[config.mk]
export PLATFORM = sky130hd
export DESIGN_NAME = timer_dev
export DESIGN_NICKNAME = d
export VERILOG_FILES = /design/src/rtl/timer_dev.sv
export SDC_FILE = /design/constraint.sdc
export NUM_CORES = 1
export LEC_CHECK = 0
export ABC_AREA = 1
export CAP_MARGIN = 10
export CORE_MARGIN = 5
export CORE_UTILIZATION = 45
export CTS_CLUSTER_SIZE = 24
export DETAILED_ROUTE_END_ITERATION = 16
export PLACE_DENSITY = 0.82
export SYNTH_ARGS = -nofsm -noshare
export SYNTH_HDL_FRONTEND = slang
export SYNTH_SLANG_ARGS = --single-unit
[constraint.sdc]
create_clock -name clk -period 3.5 [get_ports clk]
set_clock_uncertainty 0.2 [all_clocks]
set_input_delay 0.7 -clock clk [delete_from_list [all_inputs] [get_ports clk]]
set_output_delay 0.7 -clock clk [all_outputs]
set_load 0.05 [all_outputs]
[src/rtl/timer_dev.sv]
// Memory-mapped countdown timer with CTRL/PRESET/COUNT registers and a maskable interrupt.
// Define TIMER_PRESCALE_EN to divide the count rate by PRESCALE core cycles.
module timer_dev #(
    parameter int unsigned PRESCALE = 4
) (
    input  logic        clk,
    input  logic        reset,
    input  logic [29:0] addr,
    input  logic        we,
    input  logic [31:0] din,
    output logic [31:0] dout,
    output logic        irq
);

    typedef enum logic [1:0] {
        S_IDLE,
        S_LOAD,
        S_CNT,
        S_INT
    } state_t;

    state_t      r_state;
    logic [3:0]  r_ctrl;
    logic [31:0] r_preset;
    logic [31:0] r_count;
    logic        r_flag;

    logic        w_wr_ctrl;
    logic        w_wr_preset;
    logic        w_tick;
    logic        w_unused;

    assign w_wr_ctrl   = we && (addr[1:0] == 2'd0);
    assign w_wr_preset = we && (addr[1:0] == 2'd1);

`ifdef TIMER_PRESCALE_EN
    localparam logic [15:0] LP_PRE_LAST = 16'(PRESCALE - 1);

    logic [15:0] r_pre;

    assign w_tick   = (r_pre == LP_PRE_LAST);
    assign w_unused = ^addr[29:2];

    // Prescaler only advances while counting; any other state parks it at zero.
    always_ff @(posedge clk or posedge reset) begin
        if (reset) begin
            r_pre <= 16'd0;
        end else if (r_state == S_CNT) begin
            r_pre <= w_tick ? 16'd0 : r_pre + 16'd1;
        end else begin
            r_pre <= 16'd0;
        end
    end
`else
    assign w_tick   = 1'b1;
    assign w_unused = ^addr[29:2] ^ (PRESCALE == 0);
`endif

    always_ff @(posedge clk or posedge reset) begin
        if (reset) begin
            r_state  <= S_IDLE;
            r_ctrl   <= 4'd0;
            r_preset <= 32'd0;
            r_count  <= 32'd0;
            r_flag   <= 1'b0;
        end else begin
            case (r_state)
                S_IDLE: begin
                    if (r_ctrl[0]) begin
                        r_state <= S_LOAD;
                    end
                end
                S_LOAD: begin
                    r_count <= r_preset;
                    r_flag  <= 1'b0;
                    r_state <= S_CNT;
                end
                S_CNT: begin
                    if (!r_ctrl[0]) begin
                        r_state <= S_IDLE;
                    end else if (w_tick) begin
                        if (r_count > 32'd1) begin
                            r_count <= r_count - 32'd1;
                        end else begin
                            r_count <= 32'd0;
                            r_state <= S_INT;
                        end
                    end
                end
                S_INT: begin
                    r_flag <= 1'b1;
                    if (r_ctrl[2:1] == 2'b01) begin
                        r_state <= S_LOAD;
                    end else begin
                        r_ctrl[0] <= 1'b0;
                        r_state   <= S_IDLE;
                    end
                end
                default: r_state <= S_IDLE;
            endcase

            // NOTE: non-blocking assignments let the later bus write override the FSM's
            // update of CTRL and the irq flag in the same cycle (last NBA wins).
            if (w_wr_ctrl) begin
                r_ctrl <= din[3:0];
                r_flag <= 1'b0;
            end
            if (w_wr_preset) begin
                r_preset <= din;
            end
        end
    end

    always_comb begin
        dout = 32'd0;
        case (addr[1:0])
            2'd0:    dout = {28'd0, r_ctrl};
            2'd1:    dout = r_preset;
            2'd2:    dout = r_count;
            default: dout = 32'd0;
        endcase
    end

    assign irq = r_flag & r_ctrl[3];

endmodule
# Yosys cells after proc, flatten, opt, wreduce, memory -nomap -nowiden
# Index checks and enable logic that the tools add are counted.
# W data, S select, Z words.
[totals] regBits=71 in_bits=65 output_inout_bits=33 elab_cells=43
[classes] mux=14 n_bitwise=1 addsub=1 eq_ne=10 order_cmp=1 reduce_logical=10
[ops] cell="$pmux W32 S3" count=1
[ops] cell="$mux W32" count=2
[ops] cell="$pmux W32 S2" count=1
[ops] cell="$gt A32 B1 Y1 const B" count=1
[ops] cell="$sub A32 B1 Y32 const B" count=1
[ops] cell="$pmux W2 S4" count=1
[ops] cell="$eq A2 B1 Y1 const B" count=3
[ops] cell="$eq A2 B2 Y1 const B" count=3
[ops] cell="$mux W2" count=3
[ops] cell="$ne A2 B2 Y1 const B" count=3
[ops] cell="$reduce_and A2 Y1" count=3
[ops] cell="$mux W1" count=5
[ops] cell="$logic_not A2 Y1" count=2
[ops] cell="$reduce_bool A2 Y1" count=2
[ops] cell="$ne A3 B3 Y1 const B" count=1
[ops] cell="$reduce_bool A3 Y1" count=1
[ops] cell="$logic_and A1 B1 Y1" count=2
[ops] cell="$pmux W1 S2" count=1
[ops] cell="$and A1 B1 Y1" count=1

# Longest topological paths before layout
# Gate-level depths: netlist of run 1.
[logic_depth] depth_word=4 depth_mapped=12 ltp_nobuf=12

# Worst setup path before layout of run 1
# Ideal clock, no wire load.
[synth_timing] path_type="input-to-output" start="input addr[1]" end="output dout[8]" required_time_ps=2600 t_arrival_ps=2446 stages=5 slack_ps=154 n_path_buf=2 cell_sequence="buf_2 > nor2_4 > inv_1 > clkbuf_1 > o21ai_0"
[synth_between] elab_chain_len=2 word_cells_on_any_way=4 classes_between="2 x eq/ne; 1 x mux; 1 x reduce/logical"
[synth_rtl] element="from (decl)" line_no="8" source="input logic [29:0] addr,"
[synth_rtl] element="$eq A2 B2 Y1 (tied with other cells)" line_no="116" source="case (addr[1:0])"
[synth_rtl] element="$pmux W32 S3 (*)" line_no="116"
[synth_rtl] element="to (decl)" line_no="11" source="output logic [31:0] dout,"
# Every way passes the cells marked *; elsewhere a longest branch is shown, timed or not.

# Worst setup path in the final report of run 1
[layout_timing] start="input addr[0]" end="output dout[18]"
# The elaborated chain is that of the path after synthesis.

==> flow_summary_export.csv, run 1 <==
group,metric,value,unit
die,core,9680,um2
cts,post-cts-setup-buffer-count,0,
min_path,worstHoldStart,"r_preset[0]",
pwr,power_density,722,nW/um2
logic_synthesis,syn_inst,621,
drt,antenna_left,0,
drt,via_per_inst,5.13,
critical_path,reg2reg_from,"r_count[0]",
logic_synthesis,netlist.area_leader.share,0.401,
cells_and_area,final_nets,760,
drt,drc,0,
timing,relSlewSlack,0.619,
timing,worst_pin_slew,0.570,ns
die,initial_utilization,0.457,
timing,setup_viol,0,
global_route,grt_pass1_vias,4346,
cts,clkSlewWorstSetupHoldPaths,0.07,ns
timing,rsz0062_at_grt,"no",
logic_synthesis,synth_area,4430,um2
die,die_w,109,um
critical_path,crit_type,"in2out",
placement,io_buffer_count,69,
cts,cts-root-buf,"clkbuf_8",
placement,dp_hpwl,9200,um
cells_and_area,drive_gt1_frac,0.160,
cells_and_area,syn_to_final_growth,31.4,%
drt,post_drt_wl_per_cell,14.7,um
pwr,seqPwrFrac,0.331,
cts,cts_tree,"done",
pwr,p_sw_frac,0.464,
outcome,status,"complete, no violations",
cells_and_area,antenna_cells,0,
global_route,antenna_found_initial,0,
drt,vias,4264,
pwr,switchingPower,0.00195,W
timing,period_minus_slack,3.24,ns
die,die_h,109,um
logic_synthesis,syn_nets,688,
timing,hold_slack,0.315,ns
pwr,internal-power,0.00225,W
timing,timing.final.max_slew_violations,0,
global_route,grtUsageTotal,0.220,
cts,cts_sinks,71,
critical_path,crit_arrival,2.34,ns
cts,cts.repair.resized,0,
placement,gp_routability_congestion,0.891,
drt,drt-total-wl,12200,um
critical_path,worst-path-max-fanout,17,
die,die-area,11900,um2
logic_synthesis,synth_area_leaders,"dfrtp_1 (40%), nand2_1 (15%), nor2_1 (7.0%)",
critical_path,cp-end-kind,"primary output",
flow_run,cap_violations,0,
global_route,grt_start_max_net_pins,33,
pwr,peakVddDrop,0.328,mV
logic_synthesis,synth-edff-count,0,
die,io_pins,98,
logic_synthesis,seq_area_frac_synth,0.401,
timing,hold_viol,0,
timing,fmax,308,MHz
timing,fin_tns_setup,0,ns
pwr,p_clk_frac,0.165,
drt,drt_iter0_drc,250,
logic_synthesis,synth.avg_cell_area,7.13,um2
critical_path,crit_start,"addr[0]",
cts,ctsHoldBuffers,0,
global_route,grt-ovfl-total,0,
critical_path,worstPathRequired,2.60,ns
logic_synthesis,async_flop_share,1.00,
timing,fin_crit_sh,0.927,
critical_path,critPathLaunchType,"input pin",
logic_synthesis,yosysWarnings,0,
logic_synthesis,synth_seq_cells,71,
logic_synthesis,synth.distinct_cells,32,
cts,cts_buffer_depth,2,
cells_and_area,final_cell_mix,"nand2_1 (179), nor2_1 (83), inv_1 (73)",
cts,htreeDepth,3,
logic_synthesis,yosys.area.top_type,"dfrtp_1",
cts,clk_latency,0.36,ns
pwr,p_leak,2.77,nW
cts,cts_buffers,9,
pwr,combPwrFrac,0.504,
logic_synthesis,synth_flop_cell,"dfrtp_1",
global_route,grt_pass1_wl,20700,um
die,rows,36,
cells_and_area,final_common_cell,"nand2_1",
drt,firstDrtPassIters,5,
min_path,hold_class,"reg2reg",
==> stage by stage <==
step | util | power, W | setup slack, ns | std cells | instance area [um2]
after floorplan | - | 0.00277 | 0.154 | 621 | 4430
after global placement | 0.580 | 0.00342 | 0.309 | 815 | 5620
after detailed placement | 0.580 | 0.00349 | 0.266 | 815 | 5620
after CTS | 0.601 | 0.00420 | 0.263 | 831 | 5820
after global routing | 0.601 | 0.00451 | 0.140 | 831 | 5820
final | 0.601 | 0.00420 | 0.256 | 831 | 5820
==> cell type report <==
type,count,area [um2]
Clock buffer,11,151
Sequential cell,71,1780
Inverter,80,300
Clock inverter,5,56.3
Timing Repair Buffer,83,1130
Multi-Input combinational cell,448,2240
Fill cell,866,3860
Tap cell,133,166
==> path summary, 6_finish.rpt <==
path,end,slack [ns],cells past startpoint
setup / recovery,dout[18],0.26,7
hold / removal,r_preset[0],0.31,2
setup reg to reg,r_count[22],1.15,12
hold reg to reg,r_preset[0],0.31,2
max in group asynchronous,r_preset[28],1.91,3
min in group asynchronous,r_preset[6],0.46,2
==> state kept, by name, indices dropped and copies added (netlist names) <==
register	count
r_state	2
r_count	32
r_preset	32
r_flag	1
r_ctrl	4
==> cell families after synthesis <==
group / synth area share
and+or+nand+nor: 0.328
AOI/OAI and AO/OA: 0.132
buffers and inverters: 0.0932
DFF: 0.401
xor gates and xnor gates: 0.0297
muxes: 0.0102
adders and majority gates: 0.00565
==> layer usage <==
layer / part of all wire / vias to the layer above / GRT usage
met5: 0 / - / 0
met4: 0.013 / 0 / 0.0677
met3: 0.051 / 15 / 0.0414
met2: 0.50 / 136 / 0.366
met1: 0.44 / 1996 / 0.292
li1: - / 2117 / -
==> critical path, stage by stage <==
cell	delay, ns
clkdlybuf4s50_1	0.51
inv_2	0.06
nor2_4	0.08
inv_1	0.25
buf_4	0.29
o22ai_1	0.25
buf_12	0.18
==> cells in the mapped netlist (6+ instances only) <==
cell      instances
buf_2             6
a21oi_1          28
nand4_1           6
o21ai_1           6
nand3_2           8
nand2_1         180
inv_2             6
clkbuf_1         10
o22ai_1          24
nor2_1           83
dfrtp_1          71
inv_1            74
nand3_1          19
nor2_4            8
xor2_1           15
nor2_2            8
o21ai_0          27
a31oi_1          10
==> power groups by stage <==
| stage | logic (W) | clock network (W) | registers, W |
|---|---|---|---|
| after floorplan | 0.00146 | 0 | 0.00131 |
| after global placement | 0.00205 | 0 | 0.00137 |
| after detailed placement | 0.00210 | 0 | 0.00139 |
| after CTS | 0.00212 | 0.000705 | 0.00138 |
| after global routing | 0.00234 | 0.000741 | 0.00142 |
| final | 0.00212 | 0.000695 | 0.00139 |
(Power assumes the default switching activity.)
==> inputs of run 2 (changes only) <==
--- a/config.mk
+++ b/config.mk
@@ -12,6 +12,7 @@
 export CTS_CLUSTER_SIZE = 24
 export DETAILED_ROUTE_END_ITERATION = 16
 export PLACE_DENSITY = 0.82
+export SLEW_MARGIN = 20
 export SYNTH_ARGS = -nofsm -noshare
 export SYNTH_HDL_FRONTEND = slang
 export SYNTH_SLANG_ARGS = --single-unit
==> constraint.sdc (replaced) <==
create_clock -name clk -period 3.5 [get_ports clk]
set_clock_uncertainty 0.2 [all_clocks]
set_input_delay 0.7 -clock clk [delete_from_list [all_inputs] [get_ports clk]]
set_output_delay 0.7 -clock clk [all_outputs]
set_load 0.01 [all_outputs]
==> run 2 against run 1 <==
Effect of this change: non-clock buffer count fell by 1; final cell count fell by 0.12%; register-to-register slack barely moved; critical path type unchanged; critical endpoint is now dout[0]; highest routed layer unchanged.
==> flow_summary_export.csv, run 2 (same netlist as run 1, synthesis figures left out) <==
group,metric,value,unit
min_path,hold_depth,2,
cells_and_area,syn_to_final_growth,24.0,%
drt,top_layer,"met4",
critical_path,crit_family,"buffers and inverters",
cts,clk_latency,0.36,ns
min_path,worstHoldStart,"r_preset[1]",
timing,hold_viol,0,
cts,htreeDepth,3,
critical_path,crit_type,"in2out",
cells_and_area,seq_area,1780,um2
critical_path,cp-end-kind,"primary output",
min_path,min_to,"r_preset[1]",
cells_and_area,final_cell_mix,"nand2_1 (179), nor2_1 (83), inv_1 (73)",
critical_path,slowest_stage,"clkdlybuf4s50_1",
timing,period_minus_slack,3.36,ns
critical_path,slowest_delay,0.58,ns
die,die_w,109,um
critical_path,regToRegSetupSlack,1.15,ns
die,initial_utilization,0.457,
timing,timing.final.max_slew_violations,0,
cells_and_area,drive_gt1_frac,0.113,
timing,fmax,298,MHz
cells_and_area,fillers,895,
min_path,hold_class,"reg2reg",
cts,ctsHoldBuffers,0,
drt,drc,0,
placement,io_buffer_count,69,
cts,cts_buffers,9,
critical_path,critPathLaunchType,"input pin",
cells_and_area,reg.largest.list,"r_count x32, r_preset x32, r_ctrl x4",
pwr,power_density,690,nW/um2
timing,relSlewSlack,0.550,
die,die_h,109,um
cts,cts.repair.resized,0,
timing,hold_slack,0.295,ns
critical_path,path_common_cell,"clkdlybuf4s50_1",
pwr,p_sw_frac,0.452,
pwr,peakVddDrop,0.322,mV
critical_path,crit_arrival,2.46,ns
critical_path,r2r_end,"r_count[30]",
die,core,9680,um2
timing,setup_viol,0,
global_route,antenna_found_initial,0,
critical_path,reg2reg_from,"r_count[0]",
drt,wl_met3,737,um
placement,dpl_cell_area,5290,um2
cells_and_area,final_nets,759,
placement,gp_routability_congestion,0.892,
flow_run,cap_violations,0,
drt,wl_met1,5310,um
timing,fin_crit_sh,0.960,
drt,via_per_inst,5.18,
pwr,internal-power,0.00207,W
cts,cts_sinks,71,
global_route,grt_pass1_wl,20400,um
timing,rsz0062_at_grt,"no",
cts,cts_tree,"done",
cells_and_area,antenna_cells,0,
pwr,seqPwrFrac,0.367,
drt,drt_iter0_drc,271,
global_route,grt_pass1_vias,4391,
timing,fin_tns_setup,0,ns
cts,clkSlewWorstSetupHoldPaths,0.08,ns
cts,post-cts-setup-buffer-count,0,
pwr,p_clk_frac,0.183,
drt,vias,4296,
drt,drt-total-wl,12000,um
critical_path,crit_buf_inv,4,
pwr,switchingPower,0.00171,W
cts,cts_buffer_depth,2,
drt,antenna_left,0,
critical_path,worst-path-max-fanout,27,
die,io_pins,98,
global_route,grtUsageTotal,0.215,
cells_and_area,stdcell_area,5500,um2
critical_path,r2r_cells,12,
die,rows,36,
global_route,grt-ovfl-total,0,
cells_and_area,multi_input_area,2240,um2
critical_path,cp_cell_sequence,"clkdlybuf4s50_1, inv_2, nand2_1, buf_4, o221ai_1, clkdlybuf4s50_1",
cts,cts-root-buf,"clkbuf_8",
timing,worst_pin_slew,0.674,ns
drt,route.met2.wl,5770,um
global_route,grt_start_max_net_pins,33,
placement,dp_hpwl,8710,um
cells_and_area,final_common_cell,"nand2_1",
critical_path,worstPathRequired,2.60,ns
drt,post_drt_wl_per_cell,14.5,um
outcome,status,"complete, no violations",
drt,firstDrtPassIters,5,
pwr,combPwrFrac,0.450,
die,die-area,11900,um2
pwr,p_leak,2.60,nW
## run 2: changes by cell type in the layout (fill, tap and decap cells not counted), sizes merged
cell           previous run  this run
clkinv                    3         4
buf                      46        13
inv                      80        81
clkdlybuf4s50            37        68
dlymetal6s2s              0         1
clkbuf                   11         9
## run 2: how the worst max path moves through the flow
| stage | start | to | slack (ns) | cells after the start |
|---|---|---|---|---|
| global placement | addr[1] | dout[0] | 0.14 | 5 |
| floorplan | reset | r_count[0] | 0.80 | 1 |
| global route | addr[0] | dout[0] | 0.03 | 6 |
| detailed placement | addr[1] | dout[0] | 0.15 | 5 |
| CTS | addr[1] | dout[0] | 0.14 | 5 |
| finish | addr[0] | dout[0] | 0.14 | 6 |
## run 2: final cells by class
class	instances	area share
multi-input cells	448	0.408
flip-flops and latches	71	0.323
well taps	133	0.0303
clock buffers	9	0.0225
clock inverters	7	0.0148
inverters	80	0.0546
repair buffers	82	0.146
## run 2: power groups by stage
stage                     Sequential (W)  Combinational (W)  Clock (W)
after floorplan                  0.00131            0.00124          0
after global placement           0.00137            0.00164          0
after detailed placement         0.00139            0.00169          0
after CTS                        0.00138            0.00170   0.000695
after global routing             0.00142            0.00192   0.000734
final                            0.00139            0.00171   0.000694
## run 2: through the flow
step | total power [W] | setup slack, ns | utilization | instances
after floorplan | 0.00255 | 0.803 | - | 621
after global placement | 0.00301 | 0.141 | 0.546 | 814
after detailed placement | 0.00308 | 0.154 | 0.546 | 814
after CTS | 0.00377 | 0.137 | 0.567 | 830
after global routing | 0.00408 | 0.0283 | 0.567 | 830
final | 0.00379 | 0.142 | 0.567 | 830
## run 2: tightest hold or removal path, delay by kind of cell, from the launching register on
kind | cells | cell delay [ns]
flip-flops | 1 | 0.35
AND/OR/NAND/NOR | 1 | 0.05
AO/OA/AOI/OAI | 1 | 0.06
## run 2: per-layer routing
layer / vias up / global-route usage
met5: - / 0
met4: 0 / 0.0748
met3: 23 / 0.0420
met2: 152 / 0.359
met1: 2006 / 0.280
li1: 2115 / -
